**src/rtl/serial_magnitude_compare_ctrl.sv**
```systemverilog
`default_nettype none
// ============================================================================
// Module      : serial_magnitude_compare_ctrl
// Description : Sequencer that compares two WIDTH-bit unsigned words two bits
//               per cycle, MSB slice first, using an inline 2-bit
//               greater/equal/less slice comparator. Stops on the first
//               unequal slice. Start/done handshake toward the requester.
// Revision    : 1.0 - initial release
// ----------------------------------------------------------------------------
// Ports
//   clk     in   1        rising-edge clock
//   rst_n   in   1        asynchronous active-low reset
//   start   in   1        request, sampled only in IDLE or DONE
//   a, b    in   WIDTH    operands, latched on an accepted start
//   busy    out  1        high while comparing
//   done    out  1        one-cycle pulse when the result becomes valid
//   gt/eq/lt out 1        A > B / A == B / A < B (one-hot once done)
//   slices  out  clog2(WIDTH/2)+1  slices examined for current/last operation
// ============================================================================
module serial_magnitude_compare_ctrl #(
    parameter int WIDTH = 8
) (
    input  logic                       clk,
    input  logic                       rst_n,
    input  logic                       start,
    input  logic [WIDTH-1:0]           a,
    input  logic [WIDTH-1:0]           b,
    output logic                       busy,
    output logic                       done,
    output logic                       gt,
    output logic                       eq,
    output logic                       lt,
    output logic [$clog2(WIDTH/2):0]   slices
);

    localparam int NSLICE = WIDTH / 2;
    localparam int IW     = (NSLICE > 1) ? $clog2(NSLICE) : 1;
    localparam int SW     = $clog2(NSLICE) + 1;
    localparam logic [IW-1:0] IDX_TOP = IW'(NSLICE - 1);

    localparam logic [1:0] S_IDLE    = 2'd0;
    localparam logic [1:0] S_COMPARE = 2'd1;
    localparam logic [1:0] S_DONE    = 2'd2;

    generate
        if ((WIDTH % 2) != 0 || WIDTH < 2) begin : g_bad_width
            $error("serial_magnitude_compare_ctrl: WIDTH must be even and >= 2");
        end
    endgenerate

    logic [1:0]       state_q, state_d;
    logic [WIDTH-1:0] a_q, a_d, b_q, b_d;
    logic [IW-1:0]    idx_q, idx_d;
    logic             gt_q, gt_d, eq_q, eq_d, lt_q, lt_d;
    logic             busy_q, busy_d, done_q, done_d;
    logic [SW-1:0]    slices_q, slices_d;

    // Select the slice currently addressed by idx_q.
    logic [1:0] sa, sb;
    always_comb begin
        sa = 2'b00;
        sb = 2'b00;
        for (int i = 0; i < NSLICE; i++) begin
            if (idx_q == IW'(i)) begin
                sa = a_q[2*i +: 2];
                sb = b_q[2*i +: 2];
            end
        end
    end

    // 2-bit slice comparator (f1 = greater, f2 = equal, f3 = less).
    logic s_gt, s_eq, s_lt, hi_eq;
    always_comb begin
        hi_eq = ~(sa[1] ^ sb[1]);
        s_gt  = (sa[1] & ~sb[1]) | (hi_eq & sa[0] & ~sb[0]);
        s_eq  = hi_eq & ~(sa[0] ^ sb[0]);
        s_lt  = (~sa[1] & sb[1]) | (hi_eq & ~sa[0] & sb[0]);
    end

    always_comb begin
        state_d  = state_q;
        a_d      = a_q;
        b_d      = b_q;
        idx_d    = idx_q;
        gt_d     = gt_q;
        eq_d     = eq_q;
        lt_d     = lt_q;
        slices_d = slices_q;
        case (state_q)
            S_COMPARE: begin
                slices_d = slices_q + 1'b1;
                if (s_gt) begin
                    gt_d    = 1'b1;
                    state_d = S_DONE;
                end else if (s_lt) begin
                    lt_d    = 1'b1;
                    state_d = S_DONE;
                end else if (idx_q == '0) begin
                    // Last slice equal: finish before idx could wrap.
                    eq_d    = s_eq;
                    state_d = S_DONE;
                end else begin
                    idx_d = idx_q - 1'b1;
                end
            end
            default: begin
                // IDLE and DONE both accept a start (DONE gives back-to-back).
                if (start) begin
                    a_d      = a;
                    b_d      = b;
                    idx_d    = IDX_TOP;
                    gt_d     = 1'b0;
                    eq_d     = 1'b0;
                    lt_d     = 1'b0;
                    slices_d = '0;
                    state_d  = S_COMPARE;
                end else if (state_q == S_DONE) begin
                    state_d = S_IDLE;
                end
            end
        endcase
        busy_d = (state_d == S_COMPARE);
        done_d = (state_q == S_COMPARE) && (state_d == S_DONE);
    end

    always_ff @(posedge clk or negedge rst_n) begin
        if (!rst_n) begin
            state_q  <= S_IDLE;
            a_q      <= '0;
            b_q      <= '0;
            idx_q    <= '0;
            gt_q     <= 1'b0;
            eq_q     <= 1'b0;
            lt_q     <= 1'b0;
            busy_q   <= 1'b0;
            done_q   <= 1'b0;
            slices_q <= '0;
        end else begin
            state_q  <= state_d;
            a_q      <= a_d;
            b_q      <= b_d;
            idx_q    <= idx_d;
            gt_q     <= gt_d;
            eq_q     <= eq_d;
            lt_q     <= lt_d;
            busy_q   <= busy_d;
            done_q   <= done_d;
            slices_q <= slices_d;
        end
    end

    assign busy   = busy_q;
    assign done   = done_q;
    assign gt     = gt_q;
    assign eq     = eq_q;
    assign lt     = lt_q;
    assign slices = slices_q;

endmodule
`default_nettype wire
```
**config.mk**
```make
export PLATFORM = sky130hd
export DESIGN_NAME = serial_magnitude_compare_ctrl
export DESIGN_NICKNAME = d
export VERILOG_FILES = /design/src/rtl/serial_magnitude_compare_ctrl.sv
export SDC_FILE = /design/constraint.sdc
export NUM_CORES = 1
export LEC_CHECK = 0
export ABC_AREA = 1
export BUFFER_PORTS_ARGS = -buffer_cell sky130_fd_sc_hd__buf_2
export CORE_AREA = 2 2 48 73
export CTS_CLUSTER_SIZE = 25
export DETAILED_ROUTE_END_ITERATION = 10
export DIE_AREA = 0 0 50 75
export GPL_TIMING_DRIVEN = 0
export PLACE_DENSITY = 0.72
export SLEW_MARGIN = 30
export SYNTH_ARGS = -nofsm -noshare
export SYNTH_HDL_FRONTEND = slang
export SYNTH_SLANG_ARGS = --single-unit
```
**constraint.sdc**
```tcl
create_clock -name clk -period 2.76 [get_ports clk]
set_input_delay 0.828 -clock clk [delete_from_list [all_inputs] [get_ports clk]]
set_output_delay 0.828 -clock clk [all_outputs]
set_load 0.02 [all_outputs]
```
Word level (Yosys, flattened, before mapping). Index checks and enable logic that the tools add are counted.

Register bits: 28. Bits of input ports: 19. Output and inout bits: 8. Logic and storage cells: 82.

Add/sub/neg operators: 2. Equality and inequality tests: 13. Mux-type cells: 31. Bitwise logic cells: 18. Reductions and logical operators: 8.

Operators by type and width (count): $mux W2 (19); $ne A2 B2 Y1 const B (6); $mux W1 (10); $eq A2 B2 Y1 const B (4); $reduce_and A4 Y1 (2); $and A1 B1 Y1 (7); $not A1 Y1 (7); $eq A2 B1 Y1 const B (3); $mux W3 (2); $reduce_and A2 Y1 (2); $add A3 B1 Y3 const B (1); $reduce_and A3 Y1 (1); $logic_not A2 Y1 (1); $or A1 B1 Y1 (2); $reduce_bool A2 Y1 (1); $sub A2 B1 Y2 const B (1); $xor A1 B1 Y1 (2); $logic_and A1 B1 Y1 (1).

Logic depth before layout (Yosys ltp).
Word-level depth: 15. Gate-level depth with buffers: 17. Mapped depth without buffers: 17.

Worst setup path after synthesis. Ideal clock, no wire load.

Path kind: reg-to-reg. Start point: reg idx_q[0]. End point: reg idx_q[0]. Arrival: 2060 ps. Data required time: 2643 ps. Setup slack: 583 ps. Cell stages (with the launch flop): 17. Buffers on the path: 0. Clock period less this slack: 2177 ps. Path through: dfrtp_1 > inv_1 > ha_1 > nand2_1 > o21ai_0 > nand2_1 > nand2_1 > o21a_1 > inv_1 > ha_1 > bufinv_8 > nor2_4 > nand2_2 > nand3_4 > nand2_4 > nand3_1 > nand2_1.

Cells in the longest elaborated chain, start to end: 12. Elaborated cells on any way between the ends: 35. Classes of those cells: add/sub: 1; eq/ne: 6; mux: 12; bitwise: 14; reduce/logical: 2.

RTL lines: start, declared (line 53) `logic [IW-1:0] idx_q, idx_d;`; start signal, assigned (line 142) `idx_q <= idx_d;`; $logic_not A2 Y1 (line 64, 98); $mux W2 (4 in a row) (line 64) `if (idx_q == IW'(i)) begin`; $xor A1 B1 Y1 (line 74) `hi_eq = ~(sa[1] ^ sb[1]);`; $not A1 Y1 (line 74); $and A1 B1 Y1 (on tied branches) (2 in a row) (line 77, 75); $or A1 B1 Y1 (on tied branches) (line 77, 75); $ne A2 B2 Y1 (no line); $reduce_and A4 Y1 (no line).

Parallel ways exist; a longest one is shown, timed or not. The select of a mux whose other input is x is not followed. A chain may end at the register's enable or synchronous reset.

Worst setup path in the final report.
Start point: reg idx_q[0]. End point: reg idx_q[1].

The elaborated chain is that of the path after synthesis.

==> results.json <==
{
  "viasPerCell": 4.62,
  "cp_data_arrival_time_ps": 2680,
  "report.final.hold_viol_count": 0,
  "worstSetupStartpoint": "idx_q[0]",
  "clk_transition_reported_paths_ps": 90,
  "dieWidth_um": 50,
  "first_iter_violations": 19,
  "core_area_mm2": 0.00310,
  "clock_latency_ps": 270,
  "row_count": 25,
  "cts_root_buf": "sky130_fd_sc_hd__clkbuf_8",
  "seqCellArea_um2": 701,
  "timing.critical_path.from_type": "flop",
  "yosysWarningCount": 0,
  "clock_sink_count": 28,
  "synth.lib_cells_used.distinct": 21,
  "holdCritPathClass": "flop to flop",
  "antenna_left": 0,
  "drt_pre_antenna_iters": 4,
  "regToRegSetupSlack_ps": 250,
  "yosys_most_used_dff": "sky130_fd_sc_hd__dfrtp_1",
  "drcViolationCount": 0,
  "start_util_pct": 48.6,
  "clock_path_buffers": 2,
  "result_of_the_run": "finished, final reports clean",
  "filler_cell_count": 292,
  "drive_gt1_share_pct": 26.3,
  "timing.rr.start": "idx_q[0]",
  "drv_cap": 0,
  "r2r_cells": 16,
  "gr_util_all_layers_pct": 16.8,
  "antenna_violations_before_repair": 0,
  "die_area_mm2": 0.00375,
  "ir_worst_vdd_mv": 0.693,
  "post_synth_net_total": 209,
  "worst_hold_startpoint": "slices[2]",
  "synthToLayoutAreaGrowth_pct": 15.6,
  "syn_inst": 183,
  "die_height_um": 75,
  "max_freq_mhz": 399,
  "fin_tns_setup_ps": 0,
  "grt_pass1_wl_um": 4790,
  "port_buffers": 26,
  "setup_viol": 0,
  "synthesis.area_mm2": 0.00150,
  "critical_path.max_fanout": 6,
  "wirelength_um": 2610,
  "finClkSkew_ps": 1.45,
  "nNetsFinal": 240,
  "rsz0062_at_grt": "false",
  "postSynthAreaPerCell_um2": 8.22,
  "post_synth_main_area_contributors": "sky130_fd_sc_hd__dfrtp_1 47%, sky130_fd_sc_hd__nand2_1 19%, sky130_fd_sc_hd__ha_1 5.8%",
  "tritoncts.num_buffers": 3,
  "cts_repair_resize_count": 0,
  "post-dp-hpwl_um": 2030,
  "clock_tree_from_tritoncts": "done",
  "p_leak_nw": 0.978,
  "worstMarginPinSlew_ps": 596,
  "holdPathStages": 1,
  "synth_top_area_share_pct": 46.6,
  "multi_input_area_um2": 677,
  "drt-wirelength-per-cell_um": 10.3,
  "cts.hold.buffers_added": 0,
  "synth-edff-count": 0,
  "max-slew-margin-rel_pct": 60.3,
  "place.gp.congestion": 0.806,
  "critPathKind": "flop to flop",
  "grt_remaining_overflow": 0,
  "req_time_crit_path_ps": 2930,
  "period_minus_slack_ps": 2510,
  "top_level_ports": 27,
  "synthDominantAreaCellType": "sky130_fd_sc_hd__dfrtp_1",
  "asyncSetResetFlopFracSynth_pct": 100,
  "post-cts-setup-buffers": 0,
  "antennaDiodeCount": 0,
  "cts_max_level": 1,
  "timing.final.max_slew_violations": 0,
  "timing.hold.ws_ps": 468,
  "maximum_number_of_pins_on_one_net_before_global_route_repair": 29,
  "postSynthRegisterBits": 28,
  "via_count": 1168,
  "first_global_vias": 1176,
  "synth-seq-area-share_pct": 46.6,
  "setup.worst_path.end_class": "flop",
  "power_per_cell_area_mw_per_mm2": 1430,
  "min_period_over_period_pct": 90.8
}
[cell usage after synthesis (3+ instances only)]
| cell type | number |
|---|---|
| sky130_fd_sc_hd__ha_1 | 7 |
| sky130_fd_sc_hd__o21ai_1 | 7 |
| sky130_fd_sc_hd__dfrtp_1 | 28 |
| sky130_fd_sc_hd__buf_2 | 3 |
| sky130_fd_sc_hd__nor2_1 | 4 |
| sky130_fd_sc_hd__a21oi_1 | 7 |
| sky130_fd_sc_hd__inv_1 | 13 |
| sky130_fd_sc_hd__nand2_2 | 3 |
| sky130_fd_sc_hd__nand3_1 | 12 |
| sky130_fd_sc_hd__nand2_4 | 4 |
| sky130_fd_sc_hd__nand2_1 | 75 |
| sky130_fd_sc_hd__inv_2 | 8 |
[flip-flops by register name (all words and copies together) (netlist names)]
register  count
a_q           8
b_q           8
slices        3
idx_q         2
state_q       2
busy          1
done          1
eq            1
gt            1
lt            1
[through the flow]
stage / cell area (um2) / cells / total power, mW / util [%] / worst slack, ps
2_1_floorplan: 1500 / 183 / 1.97 / - / 583
3_3_place_gp: 1680 / 249 / 2.23 / 54.4 / 267
3_5_place_dp: 1680 / 249 / 2.26 / 54.4 / 271
4_1_cts: 1740 / 253 / 2.52 / 56.2 / 239
5_1_grt: 1740 / 253 / 2.75 / 56.2 / 55.4
6_report: 1740 / 253 / 2.49 / 56.2 / 253
[area by class of cell]
| class | count | area share [%] |
|---|---|---|
| clock buffer | 4 | 3.17 |
| timing repair buffer | 26 | 7.48 |
| inverter | 22 | 5.54 |
| buffer | 4 | 1.73 |
| sequential | 28 | 40.3 |
| multi-input combinational | 129 | 38.9 |
| tap | 40 | 2.88 |
[where the power goes]
part           internal, mW  leakage, nW  switching (mW)
Sequential            0.608        0.346           0.112
Clock                 0.128       0.0288           0.121
Combinational         0.621        0.603           0.901
[cells in the final DEF (no fill, tap or decap), types with 2 or more instances in the layout]
cell type                  synthesis  layout
sky130_fd_sc_hd__buf_2             3      29
sky130_fd_sc_hd__nand2_1          75      75
sky130_fd_sc_hd__o21ai_1           7       7
sky130_fd_sc_hd__inv_2             8       8
sky130_fd_sc_hd__nor2_1            4       4
sky130_fd_sc_hd__inv_1            13      13
sky130_fd_sc_hd__o21ai_0           2       2
sky130_fd_sc_hd__ha_1              7       7
sky130_fd_sc_hd__nand2_2           3       3
sky130_fd_sc_hd__nand3_1          12      12
sky130_fd_sc_hd__a21oi_1           7       7
sky130_fd_sc_hd__nand3_4           2       2
sky130_fd_sc_hd__nor2_4            2       2
sky130_fd_sc_hd__nand2_4           4       4
sky130_fd_sc_hd__clkbuf_8          0       4
sky130_fd_sc_hd__dfrtp_1          28      28
[final timing paths]
path | to
max | idx_q[1]
min | slices[2]
max reg2reg | idx_q[1]
min reg2reg | slices[2]
max in group asynchronous | idx_q[0]
min in group asynchronous | a_q[3]
[kinds of logic after synthesis]
logic type               Yosys count  synth area share (%)
AND/OR/NAND/NOR                  104                  32.9
buffers and inverters             26                  8.40
AO/OA/AOI/OAI                     18                  6.32
adder cells (fa/ha/maj)            7                  5.82
flip-flops                        28                  46.6
[critical path, stage by stage (launching register included)]
cell	delay, ps
sky130_fd_sc_hd__dfrtp_1	440
sky130_fd_sc_hd__inv_1	100
sky130_fd_sc_hd__ha_1	290
sky130_fd_sc_hd__nand2_1	70
sky130_fd_sc_hd__o21ai_0	170
sky130_fd_sc_hd__nand2_1	90
sky130_fd_sc_hd__nand2_1	60
sky130_fd_sc_hd__o21a_1	140
sky130_fd_sc_hd__inv_1	50
sky130_fd_sc_hd__ha_1	330
sky130_fd_sc_hd__bufinv_8	200
sky130_fd_sc_hd__nor2_4	100
sky130_fd_sc_hd__nand2_2	80
sky130_fd_sc_hd__nand3_4	80
sky130_fd_sc_hd__nand2_4	70
sky130_fd_sc_hd__nand3_1	80
sky130_fd_sc_hd__nand2_1	50
[routing by layer]
metal,up-vias,share of wire (%),track usage (%)
met5,-,0,0
met4,0,3.7,10.2
met3,9,3.0,2.38
met2,24,51,30.3
met1,510,42,18.5
li1,625,-,-
Power figures use the tool's default switching activity.
